File: src/rtl/ntt_pkg.sv
// Shared NTT datapath constants, FSM state type and the full-width multiply helper.
package ntt_pkg;

    localparam int unsigned WIDTH     = 32;
    localparam int unsigned PROD_W    = 64;
    localparam int unsigned RED_ITERS = 64;
    localparam int unsigned CNT_W     = $clog2(RED_ITERS);

    typedef enum logic [3:0] {
        StIdle,
        StMul,
        StRed,
        StAddSub,
        StSmulL,
        StSredL,
        StSmulR,
        StSredR,
        StDone
    } state_e;

    function automatic logic [PROD_W-1:0] mul_full(logic [WIDTH-1:0] x, logic [WIDTH-1:0] y);
        return {{WIDTH{1'b0}}, x} * {{WIDTH{1'b0}}, y};
    endfunction

endpackage

File: src/rtl/intt_butterfly_seq_if.sv
// Operand/result handshake bundle for intt_butterfly_seq; n_inv exists only with INTT_SCALE_EN.
interface intt_butterfly_seq_if;
    import ntt_pkg::*;

    logic             in_valid;
    logic             in_ready;
    logic [WIDTH-1:0] W;
    logic [WIDTH-1:0] A;
    logic [WIDTH-1:0] B;
    logic [WIDTH-1:0] q;
`ifdef INTT_SCALE_EN
    logic [WIDTH-1:0] n_inv;
`endif
    logic             out_valid;
    logic             out_ready;
    logic [WIDTH-1:0] Left;
    logic [WIDTH-1:0] Right;

`ifdef INTT_SCALE_EN
    modport master (output in_valid, W, A, B, q, n_inv, out_ready,
                    input  in_ready, out_valid, Left, Right);
    modport slave  (input  in_valid, W, A, B, q, n_inv, out_ready,
                    output in_ready, out_valid, Left, Right);
`else
    modport master (output in_valid, W, A, B, q, out_ready,
                    input  in_ready, out_valid, Left, Right);
    modport slave  (input  in_valid, W, A, B, q, out_ready,
                    output in_ready, out_valid, Left, Right);
`endif

endinterface

File: src/rtl/mod_reduce_serial.sv
// Bit-serial restoring reducer: r = x mod q over RED_ITERS cycles, MSB first.
// done pulses during the final iteration; r then carries that iteration's result.
module mod_reduce_serial
    import ntt_pkg::*;
(
    input  logic              clk,
    input  logic              rst_n,
    input  logic              start,
    input  logic [PROD_W-1:0] x,
    input  logic [WIDTH-1:0]  q,
    output logic              done,
    output logic [WIDTH-1:0]  r
);

    logic [WIDTH-1:0] r_q;
    logic [CNT_W-1:0] cnt_q;
    logic             busy_q;
    logic [WIDTH:0]   r_shift;
    logic [WIDTH-1:0] r_next;

    // Bit index counts down from PROD_W-1, i.e. the complement of the iteration counter.
    always_comb begin
        r_shift = {r_q, x[~cnt_q]};
        r_next  = (r_shift >= {1'b0, q}) ? WIDTH'(r_shift - {1'b0, q}) : r_shift[WIDTH-1:0];
        done    = busy_q && (cnt_q == CNT_W'(RED_ITERS - 1));
        r       = r_next;
    end

    always_ff @(posedge clk or negedge rst_n) begin
        if (!rst_n) begin
            r_q    <= '0;
            cnt_q  <= '0;
            busy_q <= 1'b0;
        end else if (start) begin
            r_q    <= '0;
            cnt_q  <= '0;
            busy_q <= 1'b1;
        end else if (busy_q) begin
            r_q   <= r_next;
            cnt_q <= cnt_q + 1'b1;
            if (done) begin
                busy_q <= 1'b0;
            end
        end
    end

endmodule

File: src/rtl/intt_butterfly_seq.sv
// Sequential Cooley-Tukey butterfly: Left = (A + W*B) mod q, Right = (A - W*B) mod q.
// Define INTT_SCALE_EN to scale both results by n_inv through the same reducer.
module intt_butterfly_seq (
    input logic                 clk,
    input logic                 rst_n,
    intt_butterfly_seq_if.slave bus
);
    import ntt_pkg::*;

    state_e             state_q;
    logic [WIDTH-1:0]   w_q, a_q, b_q, q_q, t_q, left_q, right_q;
`ifdef INTT_SCALE_EN
    logic [WIDTH-1:0]   n_inv_q;
`endif
    logic [PROD_W-1:0]  prod_q;
    logic               out_valid_q;
    logic               red_start, red_done;
    logic [WIDTH-1:0]   red_r;
    logic [WIDTH:0]     sum, q_ext;
    logic [WIDTH-1:0]   add_l, sub_r;

    always_comb begin
        q_ext     = {1'b0, q_q};
        sum       = {1'b0, a_q} + {1'b0, t_q};
        add_l     = (sum >= q_ext) ? WIDTH'(sum - q_ext) : sum[WIDTH-1:0];
        sub_r     = (a_q >= t_q) ? WIDTH'({1'b0, a_q} - {1'b0, t_q})
                                 : WIDTH'({1'b0, a_q} + q_ext - {1'b0, t_q});
        red_start = (state_q == StMul) || (state_q == StSmulL) || (state_q == StSmulR);
    end

    mod_reduce_serial u_reduce (
        .clk   (clk),
        .rst_n (rst_n),
        .start (red_start),
        .x     (prod_q),
        .q     (q_q),
        .done  (red_done),
        .r     (red_r)
    );

    always_ff @(posedge clk or negedge rst_n) begin
        if (!rst_n) begin
            state_q     <= StIdle;
            w_q         <= '0;
            a_q         <= '0;
            b_q         <= '0;
            q_q         <= '0;
`ifdef INTT_SCALE_EN
            n_inv_q     <= '0;
`endif
            t_q         <= '0;
            prod_q      <= '0;
            left_q      <= '0;
            right_q     <= '0;
            out_valid_q <= 1'b0;
        end else begin
            case (state_q)
                StIdle: if (bus.in_valid) begin
                    w_q     <= bus.W;
                    a_q     <= bus.A;
                    b_q     <= bus.B;
                    q_q     <= bus.q;
`ifdef INTT_SCALE_EN
                    n_inv_q <= bus.n_inv;
`endif
                    state_q <= StMul;
                end
                StMul: begin
                    prod_q  <= mul_full(w_q, b_q);
                    state_q <= StRed;
                end
                StRed: if (red_done) begin
                    t_q     <= red_r;
                    state_q <= StAddSub;
                end
                StAddSub: begin
                    left_q  <= add_l;
                    right_q <= sub_r;
`ifdef INTT_SCALE_EN
                    state_q <= StSmulL;
`else
                    out_valid_q <= 1'b1;
                    state_q     <= StDone;
`endif
                end
`ifdef INTT_SCALE_EN
                StSmulL: begin
                    prod_q  <= mul_full(left_q, n_inv_q);
                    state_q <= StSredL;
                end
                StSredL: if (red_done) begin
                    left_q  <= red_r;
                    state_q <= StSmulR;
                end
                StSmulR: begin
                    prod_q  <= mul_full(right_q, n_inv_q);
                    state_q <= StSredR;
                end
                StSredR: if (red_done) begin
                    right_q     <= red_r;
                    out_valid_q <= 1'b1;
                    state_q     <= StDone;
                end
`endif
                StDone: if (bus.out_ready) begin
                    out_valid_q <= 1'b0;
                    state_q     <= StIdle;
                end
                default: state_q <= StIdle;
            endcase
        end
    end

    assign bus.in_ready  = (state_q == StIdle);
    assign bus.out_valid = out_valid_q;
    assign bus.Left      = left_q;
    assign bus.Right     = right_q;

endmodule

File: src/flat_wrapper.sv
// flat-port wrapper written by rule: the top's interface ports become plain ports
module intt_butterfly_seq_flat import ntt_pkg::*;
  (clk, rst_n, bus_in_valid, bus_W, bus_A, bus_B, bus_q, bus_out_ready, bus_in_ready, bus_out_valid, bus_Left, bus_Right);
  intt_butterfly_seq_if bus_i ();
  input logic clk;
  input logic rst_n;
  input wire logic [$bits(bus_i.in_valid)-1:0] bus_in_valid;
  input wire logic [$bits(bus_i.W)-1:0] bus_W;
  input wire logic [$bits(bus_i.A)-1:0] bus_A;
  input wire logic [$bits(bus_i.B)-1:0] bus_B;
  input wire logic [$bits(bus_i.q)-1:0] bus_q;
  input wire logic [$bits(bus_i.out_ready)-1:0] bus_out_ready;
  output wire logic [$bits(bus_i.in_ready)-1:0] bus_in_ready;
  output wire logic [$bits(bus_i.out_valid)-1:0] bus_out_valid;
  output wire logic [$bits(bus_i.Left)-1:0] bus_Left;
  output wire logic [$bits(bus_i.Right)-1:0] bus_Right;
  assign bus_i.in_valid = bus_in_valid;
  assign bus_i.W = bus_W;
  assign bus_i.A = bus_A;
  assign bus_i.B = bus_B;
  assign bus_i.q = bus_q;
  assign bus_i.out_ready = bus_out_ready;
  assign bus_in_ready = bus_i.in_ready;
  assign bus_out_valid = bus_i.out_valid;
  assign bus_Left = bus_i.Left;
  assign bus_Right = bus_i.Right;
  intt_butterfly_seq u_core (.clk(clk), .rst_n(rst_n), .bus(bus_i));
endmodule
File: config.mk
export PLATFORM = sky130hd
export DESIGN_NAME = intt_butterfly_seq_flat
export DESIGN_NICKNAME = d
export VERILOG_FILES = /design/src/rtl/ntt_pkg.sv /design/src/rtl/intt_butterfly_seq_if.sv /design/src/rtl/mod_reduce_serial.sv /design/src/rtl/intt_butterfly_seq.sv /design/src/flat_wrapper.sv
export SDC_FILE = /design/constraint.sdc
export NUM_CORES = 2
export LEC_CHECK = 0
export CORE_UTILIZATION = 54
export CTS_CLUSTER_SIZE = 10
export DETAILED_ROUTE_END_ITERATION = 6
export PLACE_DENSITY = 0.79
export REMOVE_ABC_BUFFERS = 1
export SLEW_MARGIN = 25
export SYNTH_ARGS = -nofsm -noshare
export SYNTH_HDL_FRONTEND = slang
export SYNTH_SLANG_ARGS = --single-unit
File: constraint.sdc
create_clock -name clk -period 8.9 [get_ports clk]
set_input_delay 1.78 -clock clk [delete_from_list [all_inputs] [get_ports clk]]
set_output_delay 1.78 -clock clk [all_outputs]
set_load 0.02 [all_outputs]
== After elaboration in Yosys (flattened, before gate mapping) ==
Cells that the tools add are included.
Cells by class
  add/subtract/negate cells: 7
  multiply operators: 1
  $lt $le $gt $ge: 4
  equality and inequality tests: 10
  multiplexer cells: 18
  bitwise operators: 1
  reductions and logical operators: 10
Operator list (number)
  $mux W32: 5
  $sub A32 B32 Y32: 4
  $ge A33 B32 Y1: 2
  $mul A32 B32 Y64: 1
  $add A32 B32 Y33: 1
  $add A32 B32 Y32: 1
  $ge A32 B32 Y1: 1
  $pmux W4 S5: 1
  $mux W4: 3
  $mux W6: 2
  $eq A4 B2 Y1 const B: 2
  $eq A4 B3 Y1 const B: 2
  $lt A6 B7 Y1 const B: 1
  $add A6 B1 Y6 const B: 1
  $bmux W1 S6: 1
  $eq A6 B6 Y1 const B: 1
  $not A6 Y6: 1
  $reduce_and A2 Y1: 3
  $mux W1: 5
  $eq A4 B1 Y1 const B: 1
  $eq A4 B4 Y1 const B: 1
  $logic_not A4 Y1: 1
  $ne A2 B2 Y1 const B: 2
  $reduce_bool A2 Y1: 2
  other kinds (5): 6
Word-level totals
  flip-flop bits (word level): 332
  input bits: 132
  output and inout bits: 66
  word-level logic and storage cells: 64

== Depth between registers and ports, before layout ==
  depth after elaboration: 7
  gate-level depth with buffers: 30
  gate-level depth less buffers: 28

== Modules after synthesis ==
Synthesis repeated with hierarchy kept, for this count alone.
Unflattened totals
  cell total of the unflattened synthesis: 6276
  area total of the unflattened synthesis: 56495.4 µm²
Modules (own cells, without submodules)
  intt_butterfly_seq: times used 1, cells each 5760, area each 52031.2 µm², sequential area each 7307.0 µm²
  mod_reduce_serial: times used 1, cells each 516, area each 4464.3 µm², sequential area each 975.9 µm²

== Worst setup path before layout ==
OpenSTA, ideal clock, no wires.
  kind: register to register
  from: register u_core.w_q[10]
  to: register u_core.prod_q[56]
  setup time: 0.134 ns
  arrival time: 7.143 ns
  required time: 8.766 ns
  setup slack: 1.623 ns
  stages on the path, launching flop included: 27
  buffers on the path: 2
  period minus slack after synthesis: 7.277 ns
  path through: dfrtp_1 > clkbuf_1 > and2_1 > fa_1 > inv_1 > fa_1 > inv_1 > fa_1 > inv_1 > fa_1 > inv_1 > fa_1 > fa_1 > fa_1 > inv_1 > fa_1 > inv_1 > ha_1 > clkbuf_1 > a21o_1 > a2111oi_0 > nor3_1 > o41ai_1 > o21ai_2 > a211oi_1 > xor2_1 > o21ai_0
Between the ends
  cells in the longest elaborated chain, start to end: 1
RTL lines
  from (decl): RTL line intt_butterfly_seq.sv:11  | logic [WIDTH-1:0] w_q, a_q, b_q, q_q, t_q, left_q, right_q;
  from (signal assigned): RTL line intt_butterfly_seq.sv:59  | w_q <= bus.W;
  $mul A32 B32 Y64: RTL line ntt_pkg.sv:22  | return {{WIDTH{1'b0}}, x} * {{WIDTH{1'b0}}, y};
  to (signal assigned): RTL line intt_butterfly_seq.sv:69  | prod_q <= mul_full(w_q, b_q);
  to (decl): RTL line intt_butterfly_seq.sv:15  | logic [PROD_W-1:0] prod_q;
No other way between the ends.
A chain may end at the register's enable or synchronous reset.

== Worst setup path after layout ==
  from: register u_core.w_q[5]
  to: register u_core.prod_q[52]
Same word-level chain as after synthesis.

==> out/metrics.yaml <==
cts:
  clkLatencyLatePin_ns: 0.63
  post_cts.resized_instances: 0
  cts.sinks: 331
  postCtsHoldBufs: 0
  tritoncts_clock_tree: "built"
  clock_pin_slew_on_the_worst_setup_and_hold_paths_ns: 0.07
  cts_root_buf: "clkbuf_16"
  max-clock-path-buffers: 3
  cts_buffers: 44
  h-tree-depth: 2
  post-cts-setup-buffers: 0
logic_synthesis:
  async_reset_ff_share_pct: 100
  synth_ff_type: "dfrtp_1"
  synth-edff-count: 0
  synth-seq-area-share_pct: 14.7
  synth.top_cells.by_count: "1090 x inv_1, 931 x fa_1, 770 x nand2_1"
  synthDominantCellAreaShare_pct: 33.1
  number_of_distinct_library_cells_after_synthesis: 96
  netlist_instances: 6259
  ys_top_cells_by_area: "fa_1 33%, dfrtp_1 15%, ha_1 9.4%"
  synthesis.yosys.warnings: 0
  synth_area_leader_cell: "fa_1"
  yosys_register_bits: 331
  syn-cell-area_um2: 56400
  postSynthAreaPerCell_um2: 9.01
  synth.most_common_cell: "inv_1"
die:
  io-pin-count: 198
  die_width_um: 325
  floorplan.initialDensity_pct: 54.5
  die_area_um2: 106000
  fp-row-count: 118
  die_y_um: 325
  floorplan.core_area_um2: 103000
global_route:
  grt_pass1_vias: 46600
  global_route.usage.total_pct: 29.7
  grt_start_max_net_pins: 166
  antenna_found_initial: 6
  grt_first_pass_wirelength_mm: 249
  globalRoute.totalOverflow: 0
run:
  cap_viol_max_count: 0
route:
  drt_pre_antenna_iters: 5
  vias_per_cell: 5.76
  post_drt_wl_per_cell_um: 20.0
  drcViolationCount: 0
  routed-via-count: 44200
  detailedRoute.firstIterationViolations: 3576
  antenna_violating_nets_remaining: 0
  totalWireLength_mm: 153
timing:
  final_hold_viol_count: 0
  final.min_clock_period_ns: 8.41
  maxSlewViolCount: 0
  timing.setup.tns_ns: 0
  timing.max_slew.rel_slack_pct: 23.6
  worst-slew-pin-transition_ns: 1.15
  skew_ns: 0.0300
  setup_violations: 0
  max_freq_mhz: 119
  setup_repair_after_global_routing_missed_its_margin: "no"
  timing.final.crit_share_pct: 94.5
layout:
  final_cell_count_no_fill: 7671
  final.fill_count: 8730
  synthToLayoutAreaGrowth_pct: 8.03
  final_nets: 7747
  drive_gt1_share_pct: 4.71
setup_path:
  path_class: "flop to flop"
  critical_path_arrival_ns: 8.97
  critical_path_required_ns: 9.47
  startpoint_type: "flop"
  crit_path_max_fanout: 27
  endpoint_kind: "flop"
placed_design:
  dp_hpwl_mm: 124
  number_of_cells_in_the_design_after_placement: 7595
  gp_congestion: 0.963
  port_buffers: 197
hold_path:
  hold_class: "flop to flop"
status:
  outcome: "completed"
## worst max-delay path: stages, from the launching register on
cell	delay, ns
dfrtp_1	1.09
buf_4	0.31
and2_1	0.15
fa_1	0.45
fa_1	0.53
inv_1	0.06
fa_1	0.47
fa_1	0.49
inv_1	0.04
ha_1	0.27
ha_1	0.30
fa_1	0.50
fa_1	0.42
ha_1	0.42
and4_1	0.28
o211ai_1	0.11
o21bai_1	0.37
a41oi_1	0.28
nor4b_1	0.58
o41ai_1	0.12
buf_4	0.16
o21ai_2	0.26
a21oi_1	0.17
or4_1	0.42
nand3_1	0.08
## metal layers
layer | vias up | share of wire, % | GRT usage (%)
met5 | - | 0.0085 | 0
met4 | 2 | 4.6 | 12.9
met3 | 420 | 7.8 | 4.71
met2 | 1910 | 48 | 48.7
met1 | 22200 | 40 | 39.0
li1 | 19700 | - | -
## layout make-up
cell class / count / area (µm²) / area share (%)
clock buffer: 62 / 1250 / 2.05
tap: 1380 / 1730 / 2.84
sequential: 331 / 8290 / 13.6
inverter: 1091 / 4100 / 6.72
antenna: 4 / 10.0 / 0.0164
clock inverter: 10 / 146 / 0.240
timing repair buffer: 287 / 2680 / 4.40
multi-input combinational: 4506 / 42700 / 70.1
## sequential cells by signal, summed over array words and instances, names as in the netlist, 3 cells and up
signal                 count
u_core.prod_q             64
u_core.a_q                32
u_core.t_q                32
u_core.u_reduce.cnt_q      6
u_core.state_q             3
u_core.bus.Left           32
u_core.q_q                32
u_core.b_q                32
u_core.u_reduce.r_q       32
u_core.bus.Right          32
u_core.w_q                32
## cell usage in the layout, fill, tap and decap left out, drive strengths merged, types with 15 or more instances in the layout
| cell | count |
|---|---|
| a211oi | 37 |
| a21o | 101 |
| a21oi | 255 |
| a31oi | 20 |
| and2 | 618 |
| and3 | 29 |
| buf | 91 |
| clkbuf | 62 |
| clkdlybuf4s50 | 196 |
| dfrtp | 331 |
| fa | 931 |
| ha | 423 |
| inv | 1091 |
| mux2 | 69 |
| mux2i | 68 |
| mux4 | 20 |
| nand2 | 771 |
| nand2b | 25 |
| nand3 | 46 |
| nand4 | 41 |
| nor2 | 162 |
| nor2b | 26 |
| nor3 | 52 |
| nor4 | 15 |
| o211ai | 22 |
| o21a | 26 |
| o21ai | 326 |
| o21bai | 42 |
| o31ai | 18 |
| or3 | 18 |
| xnor2 | 143 |
| xor2 | 51 |
## path summary, 6_finish.rpt
check | from | to | slack, ns | depth (start not counted)
setup reg to reg | u_core.w_q[5] | u_core.prod_q[52] | 0.49 | 24
min in group asynchronous | rst_n | u_core.w_q[30] | 1.14 | 1
max in group asynchronous | rst_n | u_core.bus.Right[27] | 6.24 | 2
setup / recovery | u_core.w_q[5] | u_core.prod_q[52] | 0.49 | 24
hold / removal | u_core.bus.Right[24] | u_core.bus.Right[24] | 0.47 | 2
hold reg to reg | u_core.bus.Right[24] | u_core.bus.Right[24] | 0.47 | 2
## stage by stage
step	instance area [µm²]	hold slack (ns)	setup WS (ns)	util, %
CTS	60900	0.478	0.598	58.8
global placement	59500	0.452	0.729	57.5
floorplan	55000	0.434	1.49	-
global route	60900	0.495	0.109	58.8
finish	60900	0.471	0.493	58.8
detailed placement	59500	0.462	0.611	57.5
## logic make-up (layout without fill, tap and decap cells)
family          count (synthesis)  count (layout)  synth area share (%)
fa+ha+maj                    1354            1354                  42.5
xor+xnor                      194             194                  3.01
compound gates                955             955                  10.5
flops                         331             331                  14.7
other cells                     0               4                     0
simple gates                 1846            1846                  16.3
buf+inv                      1422            1450                  9.62
mux                           157             157                  3.38
Power is not shown: default switching activity piles up to over one toggle a cycle in this logic, so the estimate is an artifact.
